===== config.mk =====
export PLATFORM = sky130hd
export DESIGN_NAME = fish_sprite_engine_flat
export DESIGN_NICKNAME = d
export VERILOG_FILES = /design/src/rtl/fish_pkg.sv /design/src/rtl/fish_sprite_engine_if.sv /design/src/rtl/fish_anim_ctrl.sv /design/src/rtl/fish_sprite_engine.sv /design/src/flat_wrapper.sv
export SDC_FILE = /design/constraint.sdc
export NUM_CORES = 1
export LEC_CHECK = 0
export BUFFER_PORTS_ARGS = -buffer_cell sky130_fd_sc_hd__buf_2
export CAP_MARGIN = 20
export CORE_MARGIN = 2
export CORE_UTILIZATION = 45
export DETAILED_ROUTE_END_ITERATION = 16
export PLACE_DENSITY_LB_ADDON = 0.05
export RECOVER_POWER = 100
export SLEW_MARGIN = 30
export SYNTH_ARGS = -nofsm -noshare
export SYNTH_HDL_FRONTEND = slang
export SYNTH_SLANG_ARGS = --single-unit

===== constraint.sdc =====
create_clock -name clk -period 9.5 [get_ports clk]
set_input_delay 0.475 -clock clk [delete_from_list [all_inputs] [get_ports clk]]
set_output_delay 0.475 -clock clk [all_outputs]
set_load 0.01 [all_outputs]

===== src/rtl/fish_pkg.sv =====
// Shared constants and types for the fish sprite overlay path.
// Geometry, motion rates and the chroma-key colour live here so the pipeline and counters agree.
package fish_pkg;
   localparam int VBUF_W      = 320;
   localparam int FISH_W      = 64;
   localparam int FISH_H      = 32;
   localparam int FISH_FRAMES = 8;
   localparam int FISH_Y      = 64;
   localparam int SPEED       = 1;
   localparam int FRAME_DIV   = 8;

   typedef logic [11:0] texel_t;

   localparam texel_t KEY_COLOR = 12'h0F0;
endpackage


===== src/rtl/fish_sprite_engine_if.sv =====
// Pixel stream in, sprite SRAM port and composited pixel out for the fish sprite engine.
// The engine takes the slave side; the video source, SRAM and display sink take the master side.
interface fish_sprite_engine_if #(
   parameter int DATA_WIDTH = 12,
   parameter int ADDR_WIDTH = 16
);
   logic [9:0]            pixel_x;
   logic [9:0]            pixel_y;
   logic                  video_on;
   logic [DATA_WIDTH-1:0] bg_rgb;
   logic [ADDR_WIDTH-1:0] sram_addr;
   logic                  sram_en;
   logic                  sram_we;
   logic [DATA_WIDTH-1:0] sram_data;
   logic [DATA_WIDTH-1:0] rgb_o;
   logic                  video_on_o;

   modport master (
      output pixel_x, pixel_y, video_on, bg_rgb, sram_data,
      input  sram_addr, sram_en, sram_we, rgb_o, video_on_o
   );

   modport slave (
      input  pixel_x, pixel_y, video_on, bg_rgb, sram_data,
      output sram_addr, sram_en, sram_we, rgb_o, video_on_o
   );
endinterface


===== src/rtl/fish_anim_ctrl.sv =====
// Per-frame fish motion: divides frame_tick down, then steps x position and animation frame.
// Updates on the tick clock edge; no backpressure, counters simply hold while run is low.
module fish_anim_ctrl
   import fish_pkg::*;
#(
   parameter int VBUF_W      = fish_pkg::VBUF_W,
   parameter int FISH_FRAMES = fish_pkg::FISH_FRAMES,
   parameter int SPEED       = fish_pkg::SPEED,
   parameter int FRAME_DIV   = fish_pkg::FRAME_DIV,
   localparam int XW = $clog2(VBUF_W),
   localparam int FW = (FISH_FRAMES > 1) ? $clog2(FISH_FRAMES) : 1,
   localparam int DW = (FRAME_DIV > 1) ? $clog2(FRAME_DIV) : 1
) (
   input  logic          clk,
   input  logic          reset_n,
   input  logic          run,
   input  logic          frame_tick,
   output logic [XW-1:0] fish_x,
   output logic [FW-1:0] frame_idx
);
   logic [DW-1:0] div_cnt;
   logic [XW:0]   x_sum;
   logic [XW-1:0] x_next;
   logic          step;

   assign step = (div_cnt == DW'(FRAME_DIV - 1));

   // x wraps at the scaled frame width so the fish re-enters from the left edge
   always_comb begin
      x_sum  = {1'b0, fish_x} + (XW+1)'(SPEED);
      x_next = (x_sum >= (XW+1)'(VBUF_W)) ? XW'(x_sum - (XW+1)'(VBUF_W)) : XW'(x_sum);
   end

   always_ff @(posedge clk or negedge reset_n) begin
      if (!reset_n) begin
         div_cnt   <= '0;
         frame_idx <= '0;
         fish_x    <= '0;
      end else if (frame_tick && run) begin
         if (step) begin
            div_cnt   <= '0;
            frame_idx <= (frame_idx == FW'(FISH_FRAMES - 1)) ? '0 : frame_idx + 1'b1;
            fish_x    <= x_next;
         end else begin
            div_cnt <= div_cnt + 1'b1;
         end
      end
   end
endmodule


===== src/rtl/fish_sprite_engine.sv =====
// Overlays the animated fish sprite on the background with a chroma key.
// 3 clk from pixel inputs to rgb_o, sprite read address registered at stage 1; never stalls.
module fish_sprite_engine
   import fish_pkg::*;
#(
   parameter int DATA_WIDTH  = 12,
   parameter int ADDR_WIDTH  = 16,
   parameter int VBUF_W      = fish_pkg::VBUF_W,
   parameter int FISH_W      = fish_pkg::FISH_W,
   parameter int FISH_H      = fish_pkg::FISH_H,
   parameter int FISH_FRAMES = fish_pkg::FISH_FRAMES,
   parameter int FISH_Y      = fish_pkg::FISH_Y,
   parameter int SPEED       = fish_pkg::SPEED,
   parameter int FRAME_DIV   = fish_pkg::FRAME_DIV,
   parameter logic [DATA_WIDTH-1:0] KEY_COLOR = fish_pkg::KEY_COLOR,
   localparam int XW = $clog2(VBUF_W),
   localparam int FW = (FISH_FRAMES > 1) ? $clog2(FISH_FRAMES) : 1
) (
   input  logic                 clk,
   input  logic                 reset_n,
   input  logic                 run,
   input  logic                 frame_tick,
   fish_sprite_engine_if.slave  bus
);
   logic [XW-1:0]         fish_x;
   logic [FW-1:0]         frame_idx;

   logic [9:0]            vx;
   logic [9:0]            vy;
   logic [9:0]            fx;
   logic [9:0]            col;
   logic [9:0]            row;
   logic                  hit;
   logic [ADDR_WIDTH-1:0] addr;

   logic [ADDR_WIDTH-1:0] sram_addr_q;
   logic                  hit_s1, vid_s1, hit_s2, vid_s2;
   logic [DATA_WIDTH-1:0] bg_s1, bg_s2;
   logic [DATA_WIDTH-1:0] rgb_q;
   logic                  vid_q;

   fish_anim_ctrl #(
      .VBUF_W      (VBUF_W),
      .FISH_FRAMES (FISH_FRAMES),
      .SPEED       (SPEED),
      .FRAME_DIV   (FRAME_DIV)
   ) u_anim (
      .clk        (clk),
      .reset_n    (reset_n),
      .run        (run),
      .frame_tick (frame_tick),
      .fish_x     (fish_x),
      .frame_idx  (frame_idx)
   );

   // Column is taken modulo the frame width so a box straddling the right edge shows on the left
   always_comb begin
      vx   = bus.pixel_x >> 1;
      vy   = bus.pixel_y >> 1;
      fx   = 10'(fish_x);
      col  = (vx >= fx) ? (vx - fx) : (vx + 10'(VBUF_W) - fx);
      row  = vy - 10'(FISH_Y);
      hit  = bus.video_on && (col < 10'(FISH_W)) &&
             (vy >= 10'(FISH_Y)) && (vy < 10'(FISH_Y + FISH_H));
      addr = ADDR_WIDTH'(frame_idx) * ADDR_WIDTH'(FISH_W * FISH_H)
           + ADDR_WIDTH'(row) * ADDR_WIDTH'(FISH_W)
           + ADDR_WIDTH'(col);
   end

   always_ff @(posedge clk or negedge reset_n) begin
      if (!reset_n) begin
         sram_addr_q <= '0;
         hit_s1      <= 1'b0;
         vid_s1      <= 1'b0;
         bg_s1       <= '0;
         hit_s2      <= 1'b0;
         vid_s2      <= 1'b0;
         bg_s2       <= '0;
         rgb_q       <= '0;
         vid_q       <= 1'b0;
      end else begin
         sram_addr_q <= hit ? addr : '0;
         hit_s1      <= hit;
         vid_s1      <= bus.video_on;
         bg_s1       <= bus.bg_rgb;
         // stage 2 lines up with the texel arriving from SRAM
         hit_s2      <= hit_s1;
         vid_s2      <= vid_s1;
         bg_s2       <= bg_s1;
         vid_q       <= vid_s2;
         if (!vid_s2)
            rgb_q <= '0;
         else if (hit_s2 && (bus.sram_data != KEY_COLOR))
            rgb_q <= bus.sram_data;
         else
            rgb_q <= bg_s2;
      end
   end

   assign bus.sram_addr  = sram_addr_q;
   assign bus.sram_en    = 1'b1;
   assign bus.sram_we    = 1'b0;
   assign bus.rgb_o      = rgb_q;
   assign bus.video_on_o = vid_q;
endmodule


===== src/flat_wrapper.sv =====
// flat-port wrapper written by rule: the top's interface ports become plain ports
module fish_sprite_engine_flat import fish_pkg::*;
#(
   parameter int DATA_WIDTH  = 12,
   parameter int ADDR_WIDTH  = 16,
   parameter int VBUF_W      = fish_pkg::VBUF_W,
   parameter int FISH_W      = fish_pkg::FISH_W,
   parameter int FISH_H      = fish_pkg::FISH_H,
   parameter int FISH_FRAMES = fish_pkg::FISH_FRAMES,
   parameter int FISH_Y      = fish_pkg::FISH_Y,
   parameter int SPEED       = fish_pkg::SPEED,
   parameter int FRAME_DIV   = fish_pkg::FRAME_DIV,
   parameter logic [DATA_WIDTH-1:0] KEY_COLOR = fish_pkg::KEY_COLOR,
   localparam int XW = $clog2(VBUF_W),
   localparam int FW = (FISH_FRAMES > 1) ? $clog2(FISH_FRAMES) : 1
)
  (clk, reset_n, run, frame_tick, bus_pixel_x, bus_pixel_y, bus_video_on, bus_bg_rgb, bus_sram_data, bus_sram_addr, bus_sram_en, bus_sram_we, bus_rgb_o, bus_video_on_o);
  fish_sprite_engine_if #(.DATA_WIDTH(DATA_WIDTH), .ADDR_WIDTH(ADDR_WIDTH)) bus_i ();
  input  logic clk;
  input  logic reset_n;
  input  logic run;
  input  logic frame_tick;
  input wire logic [$bits(bus_i.pixel_x)-1:0] bus_pixel_x;
  input wire logic [$bits(bus_i.pixel_y)-1:0] bus_pixel_y;
  input wire logic [$bits(bus_i.video_on)-1:0] bus_video_on;
  input wire logic [$bits(bus_i.bg_rgb)-1:0] bus_bg_rgb;
  input wire logic [$bits(bus_i.sram_data)-1:0] bus_sram_data;
  output wire logic [$bits(bus_i.sram_addr)-1:0] bus_sram_addr;
  output wire logic [$bits(bus_i.sram_en)-1:0] bus_sram_en;
  output wire logic [$bits(bus_i.sram_we)-1:0] bus_sram_we;
  output wire logic [$bits(bus_i.rgb_o)-1:0] bus_rgb_o;
  output wire logic [$bits(bus_i.video_on_o)-1:0] bus_video_on_o;
  assign bus_i.pixel_x = bus_pixel_x;
  assign bus_i.pixel_y = bus_pixel_y;
  assign bus_i.video_on = bus_video_on;
  assign bus_i.bg_rgb = bus_bg_rgb;
  assign bus_i.sram_data = bus_sram_data;
  assign bus_sram_addr = bus_i.sram_addr;
  assign bus_sram_en = bus_i.sram_en;
  assign bus_sram_we = bus_i.sram_we;
  assign bus_rgb_o = bus_i.rgb_o;
  assign bus_video_on_o = bus_i.video_on_o;
  fish_sprite_engine #(.DATA_WIDTH(DATA_WIDTH), .ADDR_WIDTH(ADDR_WIDTH), .VBUF_W(VBUF_W), .FISH_W(FISH_W), .FISH_H(FISH_H), .FISH_FRAMES(FISH_FRAMES), .FISH_Y(FISH_Y), .SPEED(SPEED), .FRAME_DIV(FRAME_DIV), .KEY_COLOR(KEY_COLOR)) u_core (.clk(clk), .reset_n(reset_n), .run(run), .frame_tick(frame_tick), .bus(bus_i));
endmodule

### Word level (Yosys, flattened, before mapping)

Cells that the tools add are included.

* output and inout bits: 31
* word-level logic and storage cells: 43
* bits of input ports: 49
* flip-flop bits (word level): 72

* $add $sub $neg: 10
* muxes and demuxes: 7
* reductions and logical operators: 6
* equal/unequal tests: 3
* order comparisons: 5

Operators by type and width (count)
* $mux W12: 2
* $add A14 B16 Y16: 1
* $add A16 B10 Y16: 1
* $mux W16: 1
* $ne A12 B8 Y1 const B: 1
* $add A9 B1 Y10 const B: 1
* $add A9 B9 Y10 const B: 1
* $ge A10 B9 Y1 const B: 1
* $lt A10 B7 Y1 const B: 1
* $mux W10: 1
* $sub A10 B9 Y10: 1
* $sub A9 B7 Y10 const B: 1
* $sub A9 B9 Y10: 1
* $ge A9 B7 Y1 const B: 1
* $ge A9 B9 Y1: 1
* $lt A9 B7 Y1 const B: 1
* $mux W9: 1
* $sub A9 B9 Y9 const B: 1
* $add A3 B1 Y3 const B: 2
* $eq A3 B3 Y1 const B: 2
* $mux W3: 2
* $logic_and A1 B1 Y1: 5
* $reduce_and A2 Y1: 1

### Depth between registers and ports, before layout

* depth in word-level cells: 8
* gate-level depth with buffers: 19
* gate-level depth less buffers: 18

### Hierarchy

Synthesis repeated with hierarchy kept, for this count alone.

* cells, all modules: 424
* area total of the unflattened synthesis: 4453.0 um^2

By module, submodules not included
* fish_sprite_engine: instances 1, cells an instance 327, area an instance 3543.4 um^2
* fish_anim_ctrl: instances 1, cells an instance 97, area an instance 909.6 um^2

### Worst setup path before layout

OpenSTA, ideal clock, no wires.

* path kind: input -> register
* from: input port bus_pixel_x[1]
* to: register u_core.sram_addr_q[12] (netlist: u_core.bus.sram_addr[12])
* buffers on the path: 1
* setup time: 0.120 ns
* data arrival time: 3.763 ns
* slack: 5.618 ns
* stages on the path: 16
* cell sequence: inv_1 ha_1 inv_1 fa_1 a211oi_1 o21ai_0 a221oi_2 buf_2 o31ai_1 ha_1 fa_1 a21o_1 a21o_1 a31oi_1 xor2_1 nor3_2

* cells in the longest elaborated chain, start to end: 8
* elaborated cells on any way between the ends: 11
* classes of those cells: add/sub (4); order compare (2); mux (2); reduce/logical (3)

RTL lines
* from (decl): line flat_wrapper.sv:23 `input wire logic [$bits(bus_i.pixel_x)-1:0] bus_pixel_x;`
* $add A9 B9 Y10: line fish_sprite_engine.sv:61 `col = (vx >= fx) ? (vx - fx) : (vx + 10'(VBUF_W) - fx);`
* $sub A10 B9 Y10: line fish_sprite_engine.sv:61
* $mux W10 *: line fish_sprite_engine.sv:61
* $lt A10 B7 Y1: line fish_sprite_engine.sv:63 `hit = bus.video_on && (col < 10'(FISH_W)) &&`
* $logic_and A1 B1 Y1 (2 in a row): line fish_sprite_engine.sv:63
* $logic_and A1 B1 Y1: line fish_sprite_engine.sv:64 `(vy >= 10'(FISH_Y)) && (vy < 10'(FISH_Y + FISH_H));`
* $mux W16 *: line fish_sprite_engine.sv:82 `sram_addr_q <= hit ? addr : '0;`
* to (signal assigned): line fish_sprite_engine.sv:82
* to (decl): line fish_sprite_engine.sv:36 `logic [ADDR_WIDTH-1:0] sram_addr_q;`

Mark *: on every way between the ends. The rest lies on a longest branch, timed or not.
A chain may end at the register's enable or synchronous reset.

### Final worst setup path

* from: register u_core.u_anim.fish_x[2]
* to: register u_core.sram_addr_q[15] (netlist: u_core.bus.sram_addr[15])

* cells in the longest elaborated chain, start to end: 7
* elaborated cells on any way between the ends: 10
* classes of those cells: add/sub (3); order compare (2); mux (2); reduce/logical (3)

RTL lines
* from (decl): line fish_anim_ctrl.sv:18 `output logic [XW-1:0] fish_x,`
* from (signal assigned): line fish_anim_ctrl.sv:43 `fish_x <= x_next;`
* $sub A10 B9 Y10 (tied with other cells): line fish_sprite_engine.sv:61
* $mux W10 *: line fish_sprite_engine.sv:61
* $lt A10 B7 Y1: line fish_sprite_engine.sv:63
* $logic_and A1 B1 Y1 (2 in a row): line fish_sprite_engine.sv:63
* $logic_and A1 B1 Y1: line fish_sprite_engine.sv:64
* $mux W16 *: line fish_sprite_engine.sv:82

Marked as above.

==> insert_results.sql <==
INSERT INTO impl_metrics (metric_group, metric, value, unit) VALUES
('synthesis', 'postSynth.asyncResetShare', '1.00', ''),
('power_and_ir_drop', 'combinationalPowerShare', '0.276', ''),
('die', 'io_pins', '80', ''),
('layout', 'diodes_inserted', '0', ''),
('die', 'start_util', '0.458', ''),
('die', 'dieHeight', '103', 'um'),
('power_and_ir_drop', 'power_share_of_the_sequential_group', '0.429', ''),
('drt', 'drt-total-wl', '9.42', 'mm'),
('clock_network', 'cts_made_buffers', '9', ''),
('clock_network', 'cts.repair_timing.setup_buffer_count', '0', ''),
('die', 'die_width', '103', 'um'),
('sta', 'fmax', '0.226', 'GHz'),
('drt', 'route.antenna.remaining_nets', '0', ''),
('run_status', 'failed_checks', 'capacitance limit, slew limit', ''),
('setup_path', 'critical_path.cell_chain', 'inv_1, ha_1, inv_1, fa_1, o21bai_1, a2111oi_0, o21a_1, o21ai_0, o21ai_0, ha_1, a211oi_1, nor2_1, o211ai_1, o22ai_1, xnor2_1, nor3_1', ''),
('power_and_ir_drop', 'net-switching-power', '0.000262', 'W'),
('placed_design', 'global_placer_s_final_weighted_congestion', '0.923', ''),
('sta', 'setup_viol', '0', ''),
('sta', 'worst_clock_skew', '0.0131', 'ns'),
('drt', 'wl_per_cell', '15.0', 'um'),
('clock_network', 'cts_tree', 'yes', ''),
('drt', 'detail_route.vias_per_cell', '5.24', ''),
('synthesis', 'syn-cell-area', '0.00441', 'mm^2'),
('placed_design', 'placed_cell_area', '0.00487', 'mm^2'),
('clock_network', 'clockBufferDepth', '2', ''),
('setup_path', 'timing.critical_path.max_delay_family', 'compound AO/OA/AOI/OAI gates', ''),
('drt', 'remaining_drc_errors', '0', ''),
('clock_network', 'path_clk_slew', '0.08', 'ns'),
('sta', 'transition_time_of_the_tightest_slew_check_pin', '3.73', 'ns'),
('die', 'std_cell_rows', '36', ''),
('clock_network', 'postCtsResizedCells', '0', ''),
('power_and_ir_drop', 'power_report.internal_total', '0.000551', 'W'),
('layout', 'layout-area-overhead-vs-synth', '12.9', '%'),
('synthesis', 'yosys_register_bits', '72', ''),
('synthesis', 'yosysSeqAreaShare', '0.408', ''),
('sta', 'final-max-slew-violation-count', '89', ''),
('power_and_ir_drop', 'power_per_cell_area', '163', 'mW/mm^2'),
('run', 'cap_violations', '2', ''),
('layout', 'final_design_area_no_fill', '0.00498', 'mm^2'),
('sta', 'setup_tns', '0', 'ns'),
('setup_path', 'crit_path_top_delay_cell', 'a2111oi_0', ''),
('synthesis', 'synth-edff-count', '0', ''),
('layout', 'drive_gt1_frac', '0.178', ''),
('layout', 'final_core_util', '0.517', ''),
('synthesis', 'syn_inst', '416', ''),
('setup_path', 'timing.critical_path.buf_inv', '2', ''),
('run_status', 'result_of_the_run', 'finished with violations', ''),
('global_route', 'grt_util_all_layers', '0.185', ''),
('clock_network', 'postCtsHoldBufs', '0', ''),
('clock_network', 'clock_sink_count', '72', ''),
('setup_path', 'critPathCaptureType', 'register', ''),
('sta', 'final.hold.worst_slack', '0.226', 'ns'),
('die', 'floorplan.core_area', '0.00964', 'mm^2'),
('sta', 'max-slew-margin-rel', '-1.48', ''),
('setup_path', 'critical_path.startpoint_type', 'register', ''),
('clock_network', 'clock_insertion_delay_worst_skew', '0.35', 'ns'),
('global_route', 'via_count_of_the_first_global_routing_pass', '3090', ''),
('setup_path', 'path_class', 'reg -> reg', ''),
('placed_design', 'post_detail_place_hpwl', '7.05', 'mm'),
('layout', 'fin_nets', '582', ''),
('power_and_ir_drop', 'switching_share', '0.323', ''),
('drt', 'drt_pre_antenna_iters', '4', ''),
('die', 'die-area', '0.0106', 'mm^2'),
('power_and_ir_drop', 'power_frac_clock', '0.295', ''),
('setup_path', 'crit_path_max_incr_delay', '0.76', 'ns'),
('sta', 'period_minus_slack', '4.42', 'ns'),
('drt', 'drt_first_iter_violations', '106', ''),
('synthesis', 'postSynthNetCount', '509', ''),
('placed_design', 'buffer_ports.inserted', '75', ''),
('power_and_ir_drop', 'power.static_leakage', '2.29', 'nW'),
('clock_network', 'cts_root_buf', 'clkbuf_8', '');
-- layer usage --
| layer | track usage | up-vias | share of wire |
|---|---|---|---|
| met3 | 0.0468 | 12 | 0.052 |
| met2 | 0.286 | 87 | 0.46 |
| met4 | 0.0516 | 0 | 0.016 |
| met5 | 0 | - | 0 |
| met1 | 0.258 | 1572 | 0.47 |
| li1 | - | 1615 | - |
-- cell families after synthesis --
logic type,after synthesis,synth area share
other,2,0.00170
buffers and inverters,47,0.0491
XOR/XNOR,23,0.0474
AND/OR/NAND/NOR,134,0.181
adder cells (fa/ha/maj),44,0.138
flip-flops,72,0.408
AO/OA/AOI/OAI,82,0.145
multiplexers,12,0.0284
-- path summary, 6_finish.rpt --
path	from	endpoint	slack (ns)	depth (start not counted)
setup reg to reg	u_core.u_anim.fish_x[2]$_DFFE_PN0P_	u_core.bus.sram_addr[15]$_DFF_PN0_	5.08	16
hold reg to reg	u_core.bg_s1[1]$_DFF_PN0_	u_core.bg_s2[1]$_DFF_PN0_	0.35	0
min in group asynchronous	reset_n	u_core.bus.sram_addr[9]$_DFF_PN0_	1.51	2
setup / recovery	u_core.u_anim.fish_x[2]$_DFFE_PN0P_	u_core.bus.sram_addr[15]$_DFF_PN0_	5.08	16
max in group asynchronous	reset_n	u_core.bus.rgb_o[11]$_DFF_PN0_	5.90	2
hold / removal	bus_bg_rgb[9]	u_core.bg_s1[9]$_DFF_PN0_	0.23	1
-- synth_stat cells, types with 8 or more instances --
| cell | count | area (um^2) |
|---|---|---|
| dfrtp_1 | 72 | 1800 |
| ha_1 | 36 | 450 |
| nand2_1 | 36 | 135 |
| inv_1 | 31 | 116 |
| nor2_1 | 17 | 63.8 |
| o21ai_0 | 15 | 75.1 |
| xnor2_1 | 14 | 123 |
| a21oi_1 | 13 | 65.1 |
| nor3_2 | 11 | 110 |
| nor3_1 | 10 | 50.1 |
| nor2b_1 | 9 | 56.3 |
| fa_1 | 8 | 160 |
| mux2i_1 | 8 | 80.1 |
| xor2_1 | 8 | 70.1 |
-- power groups by stage --
stage                     logic [W]  clock network [W]  registers, W
after detailed placement   0.000229                  0      0.000355
final                      0.000224           0.000240      0.000349
after floorplan            0.000171                  0      0.000350
after global routing       0.000253           0.000264      0.000353
after global placement     0.000225                  0      0.000354
after CTS                  0.000231           0.000247      0.000349
-- layout make-up --
type / count / area [um^2] / share of cell area
inverters: 31 / 116 / 0.0234
clock inverters: 6 / 67.6 / 0.0136
repair buffers: 78 / 355 / 0.0714
multi-input cells: 297 / 2340 / 0.471
flip-flops and latches: 72 / 1800 / 0.362
well taps: 133 / 166 / 0.0334
clock buffers: 10 / 128 / 0.0256
-- cells in the final DEF, fill, tap and decap left out, types with 7 or more instances in the layout --
cell / instances
clkbuf_8: 9
nor2_1: 17
ha_1: 36
nor3_1: 10
xor2_1: 8
xnor2_1: 14
fa_1: 8
nor2b_1: 9
mux2i_1: 8
buf_2: 44
clkbuf_1: 33
nand2_1: 36
dfrtp_1: 72
o21ai_0: 15
a21oi_1: 13
nor3_2: 11
inv_1: 31
a21boi_0: 7
-- stage by stage --
stage | setup WS [ns] | power [W] | std cells
3_5_place_dp | 4.82 | 0.000584 | 610
3_3_place_gp | 4.82 | 0.000579 | 610
5_1_grt | 4.62 | 0.000869 | 627
6_report | 5.08 | 0.000813 | 627
2_1_floorplan | 5.62 | 0.000521 | 416
4_1_cts | 4.91 | 0.000827 | 626
-- state kept, by name (all words and copies together), names as in the netlist --
| signal | flops |
|---|---|
| u_core.u_anim.div_cnt | 3 |
| u_core.hit_s1 | 1 |
| u_core.bus.video_on_o | 1 |
| u_core.hit_s2 | 1 |
| u_core.u_anim.fish_x | 9 |
| u_core.bg_s2 | 12 |
| u_core.bus.sram_addr | 16 |
| u_core.u_anim.frame_idx | 3 |
| u_core.vid_s1 | 1 |
| u_core.vid_s2 | 1 |
| u_core.bg_s1 | 12 |
| u_core.bus.rgb_o | 12 |
No activity file was read; power rests on OpenSTA's default activity.
